`src/rtl/xg_keep_to_len.sv`:
```
// Converts a 32-bit byte strobe into a byte count and a contiguous-from-bit-0 flag.
module xg_keep_to_len (
    input  logic [31:0] strb,
    output logic [5:0]  byte_cnt,
    output logic        contig
);

    always_comb begin
        byte_cnt = '0;
        for (int i = 0; i < 32; i++) begin
            byte_cnt = byte_cnt + {5'd0, strb[i]};
        end
    end

    // A contiguous mask is 2^n-1, so adding one clears every set bit.
    assign contig = ((strb & (strb + 32'd1)) == 32'd0);

endmodule

```
`config.mk`:
```
export PLATFORM = sky130hd
export DESIGN_NAME = xg_keep_to_len
export DESIGN_NICKNAME = d
export VERILOG_FILES = /design/src/rtl/xg_keep_to_len.sv
export SDC_FILE = /design/constraint.sdc
export NUM_CORES = 1
export LEC_CHECK = 0
export ABC_AREA = 1
export BUFFER_PORTS_ARGS = -buffer_cell sky130_fd_sc_hd__buf_4
export CAP_MARGIN = 20
export CORE_ASPECT_RATIO = 0.6
export CORE_MARGIN = 8
export CORE_UTILIZATION = 30
export DETAILED_ROUTE_END_ITERATION = 16
export PLACE_DENSITY_LB_ADDON = 0.08
export SLEW_MARGIN = 20
export SYNTH_ARGS = -nofsm -noshare
export SYNTH_HDL_FRONTEND = slang
export SYNTH_SLANG_ARGS = --single-unit
export TNS_END_PERCENT = 1
```
`constraint.sdc`:
```
create_clock -name vclk -period 14.36
set_clock_uncertainty 0.1 [all_clocks]
set_input_delay 2.872 -clock vclk [all_inputs]
set_output_delay 2.872 -clock vclk [all_outputs]
set_load 0.1 [all_outputs]
```
Word level (Yosys, flattened, before mapping):

Index checks and enable logic that the tools add are counted.

* bitwise operators: 1
* reduce and logical (&&, ||, !) cells: 1
* $add $sub $neg: 32

Operators with widths (number)
* $add A6 B1 Y6: 26
* $add A32 B1 Y32 const B: 1
* $and A32 B32 Y32: 1
* $logic_not A32 Y1: 1
* $add A5 B1 Y6: 1
* $add A4 B1 Y5: 1
* $add A3 B1 Y4: 1
* $add A2 B1 Y3: 1
* $add A1 B1 Y2: 1

* word-level logic and storage cells: 34
* output and inout port bits: 7
* input bits: 32
* bits in registers: 0

Logic depth before layout (Yosys ltp):

Gate-level depths: netlist of the first run.

* depth in word-level cells: 31
* gate-level depth with buffers: 17
* mapped depth without buffers: 17

Worst setup path after synthesis of the first run:

OpenSTA, ideal clock, no wires.

* kind: input to output
* start point: input port strb[0]
* end point: output port byte_cnt[4]
* data required time: 11.388 ns
* slack: 3.269 ns
* data arrival time: 8.119 ns
* buffers on the path: 0
* cell stages on the path: 13
* path through: inv_1 fa_1 fa_1 fa_1 fa_1 fa_1 fa_1 inv_1 ha_1 inv_1 fa_1 o21a_1 xor2_1

* word-level cells in the longest chain between the ends: 31

RTL lines
* start, declared: line 3 `input logic [31:0] strb,`
* $add A1 B1 Y2: line 11 `byte_cnt = byte_cnt + {5'd0, strb[i]};`
* $add A2 B1 Y3: line 11
* $add A3 B1 Y4: line 11
* $add A4 B1 Y5: line 11
* $add A5 B1 Y6: line 11
* $add A6 B1 Y6 (26 in series): line 11
* end, declared: line 4 `output logic [5:0] byte_cnt,`

Every way passes these cells.

Worst setup path after layout of the first run:

* start point: input port strb[0]
* end point: output port byte_cnt[3]

Same word-level chain as after synthesis.

==> results of run 1 <==
[kinds of logic after synthesis]
family / after synthesis
simple gates: 153
buf+inv: 60
fa+ha+maj: 33
compound gates: 14
xor+xnor: 3
[final cells by class]
type	count	area (µm²)
Inverter	60	225
Timing Repair Buffer	39	293
Tap cell	66	82.6
Fill cell	573	3100
Multi-Input combinational cell	203	1330
[how the worst max path moves through the flow]
stage / start / to / slack [ns]
floorplan: strb[0] / byte_cnt[4] / 3.27
global placement: strb[0] / byte_cnt[4] / 3.94
detailed placement: strb[0] / byte_cnt[4] / 3.93
CTS: strb[0] / byte_cnt[4] / 3.91
global route: strb[0] / byte_cnt[3] / 3.74
finish: strb[0] / byte_cnt[3] / 3.97
[layer usage]
| metal | wire [µm] | global-route usage [%] |
|---|---|---|
| met5 | 0 | 0 |
| met3 | 540 | 1.61 |
| met4 | 0 | 0 |
| met1 | 2430 | 20.7 |
| met2 | 1800 | 18.4 |
[cells in the final DEF (no fill, tap or decap), types with 3 or more instances in the layout]
cell type	instances
nor2_1	45
buf_4	39
nor2_2	4
nand2_1	86
a21oi_1	4
o21ai_0	4
ha_1	9
inv_1	60
fa_1	24
nor2_4	3
nand2_2	5
nand3_1	5
o21ai_1	4
[stage by stage]
stage               instance area (µm²)  util, %  std cells  setup WS [ns]  hold slack [ns]
floorplan                          1560        -        263           3.27             6.14
detailed placement                 1930     38.5        368           3.93             6.17
global route                       1930     38.5        368           3.74             6.19
finish                             1930     38.5        368           3.97             6.16
global placement                   1930     38.5        368           3.94             6.16
CTS                                1930     38.5        368           3.91             6.17
==> results.txt, run 1 <==
----------------------------------------------------
[Finish]
  Count of flip-flops and latches ... 0
  Relative area change from synthesis to final layout ... 24.1%
  Number of antenna diodes ... 0
  Number of clock buffers in the layout ... 0
  Net count of the finished layout ... 369
  Share of post-route cells with drive strength above 1 ... 17.2%
  Area taken by flip-flops and latches ... 0 µm²

[Timing]
  Setup TNS ... 0 ns
  Max Clk Rate ... 0.0962 GHz
  Final number of max-transition violations ... 0
  Final worst path period need ... 10.39 ns
  Least-Margin Pin Slew ... 0.264 ns
  Worst relative slew slack ... 82.3%
  Setup violations, final ... 0
  Unrepaired setup endpoints after global routing ... no
  Final hold viol count ... 0
  Final period utilization ... 72.4%

[Synthesis]
  Post-synth top area share ... 30.8%
  Simple-gate portion of the synthesized area ... 41.1%
  Cell count after synthesis ... 263
  Cell with the most instances after synthesis ... nand2_1
  Post-synth net total ... 328
  Area contributors post-synth ... fa_1 (31%), nand2_1 (21%), inv_1 (14%)
  Area fraction in compound gates after synthesis ... 4.74%
  Largest area contributor in the netlist ... fa_1
  Synthesized-area fraction occupied by adder cells ... 38.0%
  Commonest cells in the netlist ... nand2_1 (86), inv_1 (60), nor2_1 (45), fa_1 (24), ha_1 (9)
  Multiplexer share of the synthesized area ... 0%
  Post-Synthesis Mean Instance Area ... 5.93 µm²
  Yosys cell types ... 20
  Sequential area share after synthesis ... 0%
  Synthesized-area fraction occupied by xor and xnor cells ... 1.69%
  Cell Area, Synth ... 1560 µm²
  Yosys Warn Count ... 0
  Combinational family with the most area after synthesis ... simple AND/OR/NAND/NOR gates

[Setup path]
  Cell mode on critical path ... fa_1
  Sum of buffers and inverters on the critical path ... 7
  Endpoint arrival time on the critical path ... 7.42 ns
  Dominant delay contributor by cell family on the critical path ... adder cells
  Critical path start-end classification ... in2out
  Total stage count of the critical path ... 17
  Cell with the largest stage delay on the worst path ... fa_1
  Crit end category ... primary output
  Ordered cell list for the critical path ... buf_4, inv_1, fa_1, fa_1, inv_1, fa_1, fa_1, fa_1, inv_1, fa_1, inv_1, ha_1, a21oi_1, inv_1, a31oi_1, xor2_1, buf_4
  Maximum fanout encountered on the critical timing path ... 4
  Maximum single-stage delay on the critical path ... 0.53 ns
  Critical path startpoint category ... input pin
  Required time reported for the critical path endpoint ... 11.39 ns

[Route]
  Number of remaining DRC errors ... 0
  Ratio of routed vias to standard cells ... 4.34
  Number of DRC markers after the initial detailed-route iteration ... 123
  Residual antenna-violating net count after detailed routing ... 0
  First-pass detailed-route iteration total ... 4
  Routed wire length ... 4.77 mm
  Post-DR wirelength/cell ... 13.0 µm
  Via total after detailed routing ... 1,598

[Floorplan]
  # IOs ... 39
  Area of the placeable core ... 5030 µm²
  Area of the die ... 7840 µm²
  DIE HEIGHT ... 71.8 µm
  Row cnt ... 20
  Die width ... 109 µm
  Starting Density ... 31.0%

[Run status]
  Result of the run ... completed

[Placement]
  Last weighted congestion value of the routability-driven placer ... 0.905
  Final HPWL from detailed placement ... 4.48 mm
  Count of buffers from port buffering ... 39

[Clock tree]
  Setup repair bufs after CTS ... 0
  Post-CTS sizing ... 0
  Hold_buf cts ... 0

[Global routing]
  Global-route wire length before repair ... 8.27 mm
  Total track usage ... 12.9%
  Via count of the first global-routing pass ... 1,665
  Overall overflow remaining after global route ... 0
  Pin count of the biggest net entering global routing ... 7
  Initial antenna violation count ... 0

[Hold path]
  Hold WC Path Type ... in2out
  Worst hold endpoint ... byte_cnt[0]
  Cell depth of the worst hold path ... 3
  Critical hold path startpoint ... strb[2]

[Flow run]
  Max-cap check violation count ... 0

----------------------------------------------------
Power of run 1 is not shown: default switching activity piles up to over one toggle a cycle in this logic, so the estimate is an artifact.
==> inputs of run 2 (changes only) <==
clock period = 9.48 ns   (was 14.36 ns; I/O delays follow)
==> run 2 against run 1 <==
Effect of this change:
- worst hold slack got worse by 2.0 ns
- sequential share of layout area unchanged
- global-route usage down 0.21 points
- cell area unchanged
- utilization unchanged
- routed wire length is 0.88% lower
- non-clock buffer count did not move
- critical path depth decreased by 2
- critical endpoint is now byte_cnt[4]
==> results.txt, run 2 (synthesis gave the netlist of run 1 again) <==
----------------------------------------------------
[Run status]
  Result of the run ... completed

[Timing]
  Least-Margin Pin Slew ... 0.283 ns
  Setup violations, final ... 0
  Worst relative slew slack ... 81.3%
  Final hold viol count ... 0
  Max Clk Rate ... 0.118 GHz
  Final period utilization ... 89.3%
  Final worst path period need ... 8.46 ns
  Unrepaired setup endpoints after global routing ... no
  Smallest hold slack ... 4.21 ns
  Final number of max-transition violations ... 0
  Setup TNS ... 0 ns

[Hold path]
  Worst hold endpoint ... byte_cnt[0]
  Cell depth of the worst hold path ... 3
  Critical hold path startpoint ... strb[2]
  Hold WC Path Type ... in2out

[Setup path]
  Crit end category ... primary output
  Critical path startpoint category ... input pin
  Critical path start-end classification ... in2out
  Endpoint arrival time on the critical path ... 6.47 ns
  Required time reported for the critical path endpoint ... 7.48 ns
  Maximum fanout encountered on the critical timing path ... 4

[Global routing]
  Overall overflow remaining after global route ... 0
  Total track usage ... 12.7%
  Initial antenna violation count ... 0
  Pin count of the biggest net entering global routing ... 7
  Global-route wire length before repair ... 8.12 mm
  Via count of the first global-routing pass ... 1,657

[Floorplan]
  DIE HEIGHT ... 71.8 µm
  Starting Density ... 31.0%
  Area of the die ... 7840 µm²
  Die width ... 109 µm
  # IOs ... 39
  Row cnt ... 20
  Area of the placeable core ... 5030 µm²

[Finish]
  Fillers ... 578
  Number of antenna diodes ... 0
  Commonest non-fill, non-tap cell in the layout ... nand2_1
  Relative area change from synthesis to final layout ... 24.1%
  Count of flip-flops and latches ... 0
  Net count of the finished layout ... 369
  Number of clock buffers in the layout ... 0
  Top library cells by usage in the layout, fill and taps aside ... nand2_1 (86), inv_1 (60), nor2_1 (45), buf_4 (39), fa_1 (24)
  Post-route core utilization ... 38.5%
  Share of post-route cells with drive strength above 1 ... 17.2%
  Area taken by flip-flops and latches ... 0 µm²

[Clock tree]
  Post-CTS sizing ... 0
  Hold_buf cts ... 0
  Setup repair bufs after CTS ... 0

[Route]
  First-pass detailed-route iteration total ... 4
  Number of DRC markers after the initial detailed-route iteration ... 103
  Residual antenna-violating net count after detailed routing ... 0
  Number of remaining DRC errors ... 0
  Routed wire length ... 4.73 mm
  Ratio of routed vias to standard cells ... 4.36
  Post-DR wirelength/cell ... 12.9 µm
  Via total after detailed routing ... 1,606

[Placement]
  Final HPWL from detailed placement ... 4.44 mm
  Last weighted congestion value of the routability-driven placer ... 0.904
  Count of buffers from port buffering ... 39

[Flow run]
  Max-cap check violation count ... 0

----------------------------------------------------
## run 2: area by class of cell
class                      count  area [µm²]  share of cell area (%)
multi-input combinational    203        1330                    69.0
inverter                      60         225                    11.6
tap                           66        82.6                    4.27
timing repair buffer          39         293                    15.1
## run 2: worst max-delay path, stage by stage
cell and delay (ns):
buf_4 0.11, inv_1 0.16, fa_1 0.46, fa_1 0.52, fa_1 0.55, fa_1 0.45, fa_1 0.54, fa_1 0.41
inv_1 0.07, ha_1 0.17, inv_1 0.06, fa_1 0.41, o21a_1 0.21, xor2_1 0.14, buf_4 0.31
## run 2: routing by layer
layer	up-vias	share of wire (%)	track usage [%]	wire, µm
li1	846	-	-	-
met1	707	52	19.7	2450
met2	53	38	18.0	1790
met3	0	10	2.69	496
met4	0	0	0	0
met5	-	0	0	0
## run 2: how the worst max path moves through the flow
stage               cells after the start     endpoint  slack, ns     from
floorplan                              13  byte_cnt[4]       0.34  strb[0]
global placement                       15  byte_cnt[4]       1.01  strb[0]
detailed placement                     17  byte_cnt[3]       1.01  strb[0]
CTS                                    15  byte_cnt[4]       0.98  strb[0]
global route                           17  byte_cnt[3]       0.81  strb[0]
finish                                 15  byte_cnt[4]       1.02  strb[0]
## run 2: stage by stage
step / std cells / area [µm²] / setup slack, ns
after global routing: 368 / 1930 / 0.811
after CTS: 368 / 1930 / 0.985
after floorplan: 263 / 1560 / 0.341
after detailed placement: 368 / 1930 / 1.01
final: 368 / 1930 / 1.02
after global placement: 368 / 1930 / 1.01
Power of run 2 is left out for the same reason.
==> inputs of run 3 (changes only) <==
CORE_UTILIZATION = 50   (was 30)
==> run 3 against run 2 <==
Effect of this change:
- cell count decreased by 6.5%
- flip-flop and latch count unchanged
- via count increased by 3.2%
- non-clock buffer count unchanged
- routed wire length decreased by 6.6%
- largest cell class unchanged
- highest routed layer is now met4
==> results.txt, run 3 (synthesis gave the netlist of run 1 again) <==
----------------------------------------------------
[Timing]
  Final worst path period need ... 8.50 ns
  Unrepaired setup endpoints after global routing ... no
  Max Clk Rate ... 0.118 GHz
  Smallest hold slack ... 4.21 ns
  Least-Margin Pin Slew ... 0.281 ns
  Final period utilization ... 89.7%
  Final number of max-transition violations ... 0
  Final hold viol count ... 0
  Worst relative slew slack ... 81.4%
  Setup TNS ... 0 ns
  Setup violations, final ... 0

[Route]
  First-pass detailed-route iteration total ... 5
  Number of remaining DRC errors ... 0
  Post-DR wirelength/cell ... 12.8 µm
  Number of DRC markers after the initial detailed-route iteration ... 145
  Metal-1 WL ... 2.10 mm
  Via total after detailed routing ... 1,658
  Residual antenna-violating net count after detailed routing ... 0
  Routed wire length ... 4.42 mm
  DR top layer ... met4
  Ratio of routed vias to standard cells ... 4.82
  Routed wl met2 ... 1.72 mm
  Metal3 WL ... 573 µm

[Global routing]
  Global-route wire length before repair ... 7.49 mm
  Initial antenna violation count ... 0
  Via count of the first global-routing pass ... 1,579
  Total track usage ... 18.0%
  Overall overflow remaining after global route ... 0
  Pin count of the biggest net entering global routing ... 7

[Floorplan]
  Starting Density ... 53.2%
  Row cnt ... 15
  DIE HEIGHT ... 59.3 µm
  Die width ... 88.1 µm
  Area of the die ... 5220 µm²
  # IOs ... 39
  Area of the placeable core ... 2930 µm²

[Finish]
  Net count of the finished layout ... 369
  Post-route core utilization ... 65.0%
  Commonest non-fill, non-tap cell in the layout ... nand2_1
  Number of clock buffers in the layout ... 0
  Area taken by flip-flops and latches ... 0 µm²
  Top library cells by usage in the layout, fill and taps aside ... nand2_1 (86), inv_1 (60), nor2_1 (45), buf_4 (39), fa_1 (24)
  Count of flip-flops and latches ... 0
  Number of antenna diodes ... 0
  Share of post-route cells with drive strength above 1 ... 17.2%
  Relative area change from synthesis to final layout ... 22.2%

[Placement]
  Final HPWL from detailed placement ... 4.08 mm
  Count of buffers from port buffering ... 39
  Last weighted congestion value of the routability-driven placer ... 0.975

[Setup path]
  Endpoint arrival time on the critical path ... 6.51 ns
  Required time reported for the critical path endpoint ... 7.48 ns
  Critical path startpoint category ... input pin
  Critical path start-end classification ... in2out
  Crit end category ... primary output
  Maximum fanout encountered on the critical timing path ... 4

[Clock tree]
  Hold_buf cts ... 0
  Setup repair bufs after CTS ... 0
  Post-CTS sizing ... 0

[Flow run]
  Max-cap check violation count ... 0

[Run status]
  Result of the run ... completed

[Hold path]
  Hold WC Path Type ... in2out

----------------------------------------------------
## run 3: routing by layer
metal,vias to the layer above,track usage [%]
met5,-,0
met4,0,1.19
met3,2,2.21
met2,92,24.7
met1,720,29.1
li1,844,-
## run 3: final timing paths
kind | from | to | depth (start not counted)
setup / recovery | strb[0] | byte_cnt[4] | 15
hold / removal | strb[2] | byte_cnt[0] | 3
## run 3: cell type report
class                           count  area [µm²]
Multi-Input combinational cell    203        1330
Tap cell                           42        52.6
Inverter                           60         225
Timing Repair Buffer               39         293
Fill cell                         296        1020
## run 3: metrics by stage
step                cell area (µm²)  setup slack [ns]  std cells
finish                         1900             0.978        344
global route                   1900             0.797        344
CTS                            1900             0.960        344
detailed placement             1900             0.970        344
global placement               1900              1.01        344
floorplan                      1560             0.341        263
## run 3: critical path: stages
cell	delay, ns
buf_4	0.11
inv_1	0.16
fa_1	0.45
fa_1	0.58
fa_1	0.45
fa_1	0.50
fa_1	0.54
fa_1	0.42
inv_1	0.07
ha_1	0.18
inv_1	0.06
fa_1	0.41
o21a_1	0.21
xor2_1	0.15
buf_4	0.31
Power of run 3 is left out for the same reason.
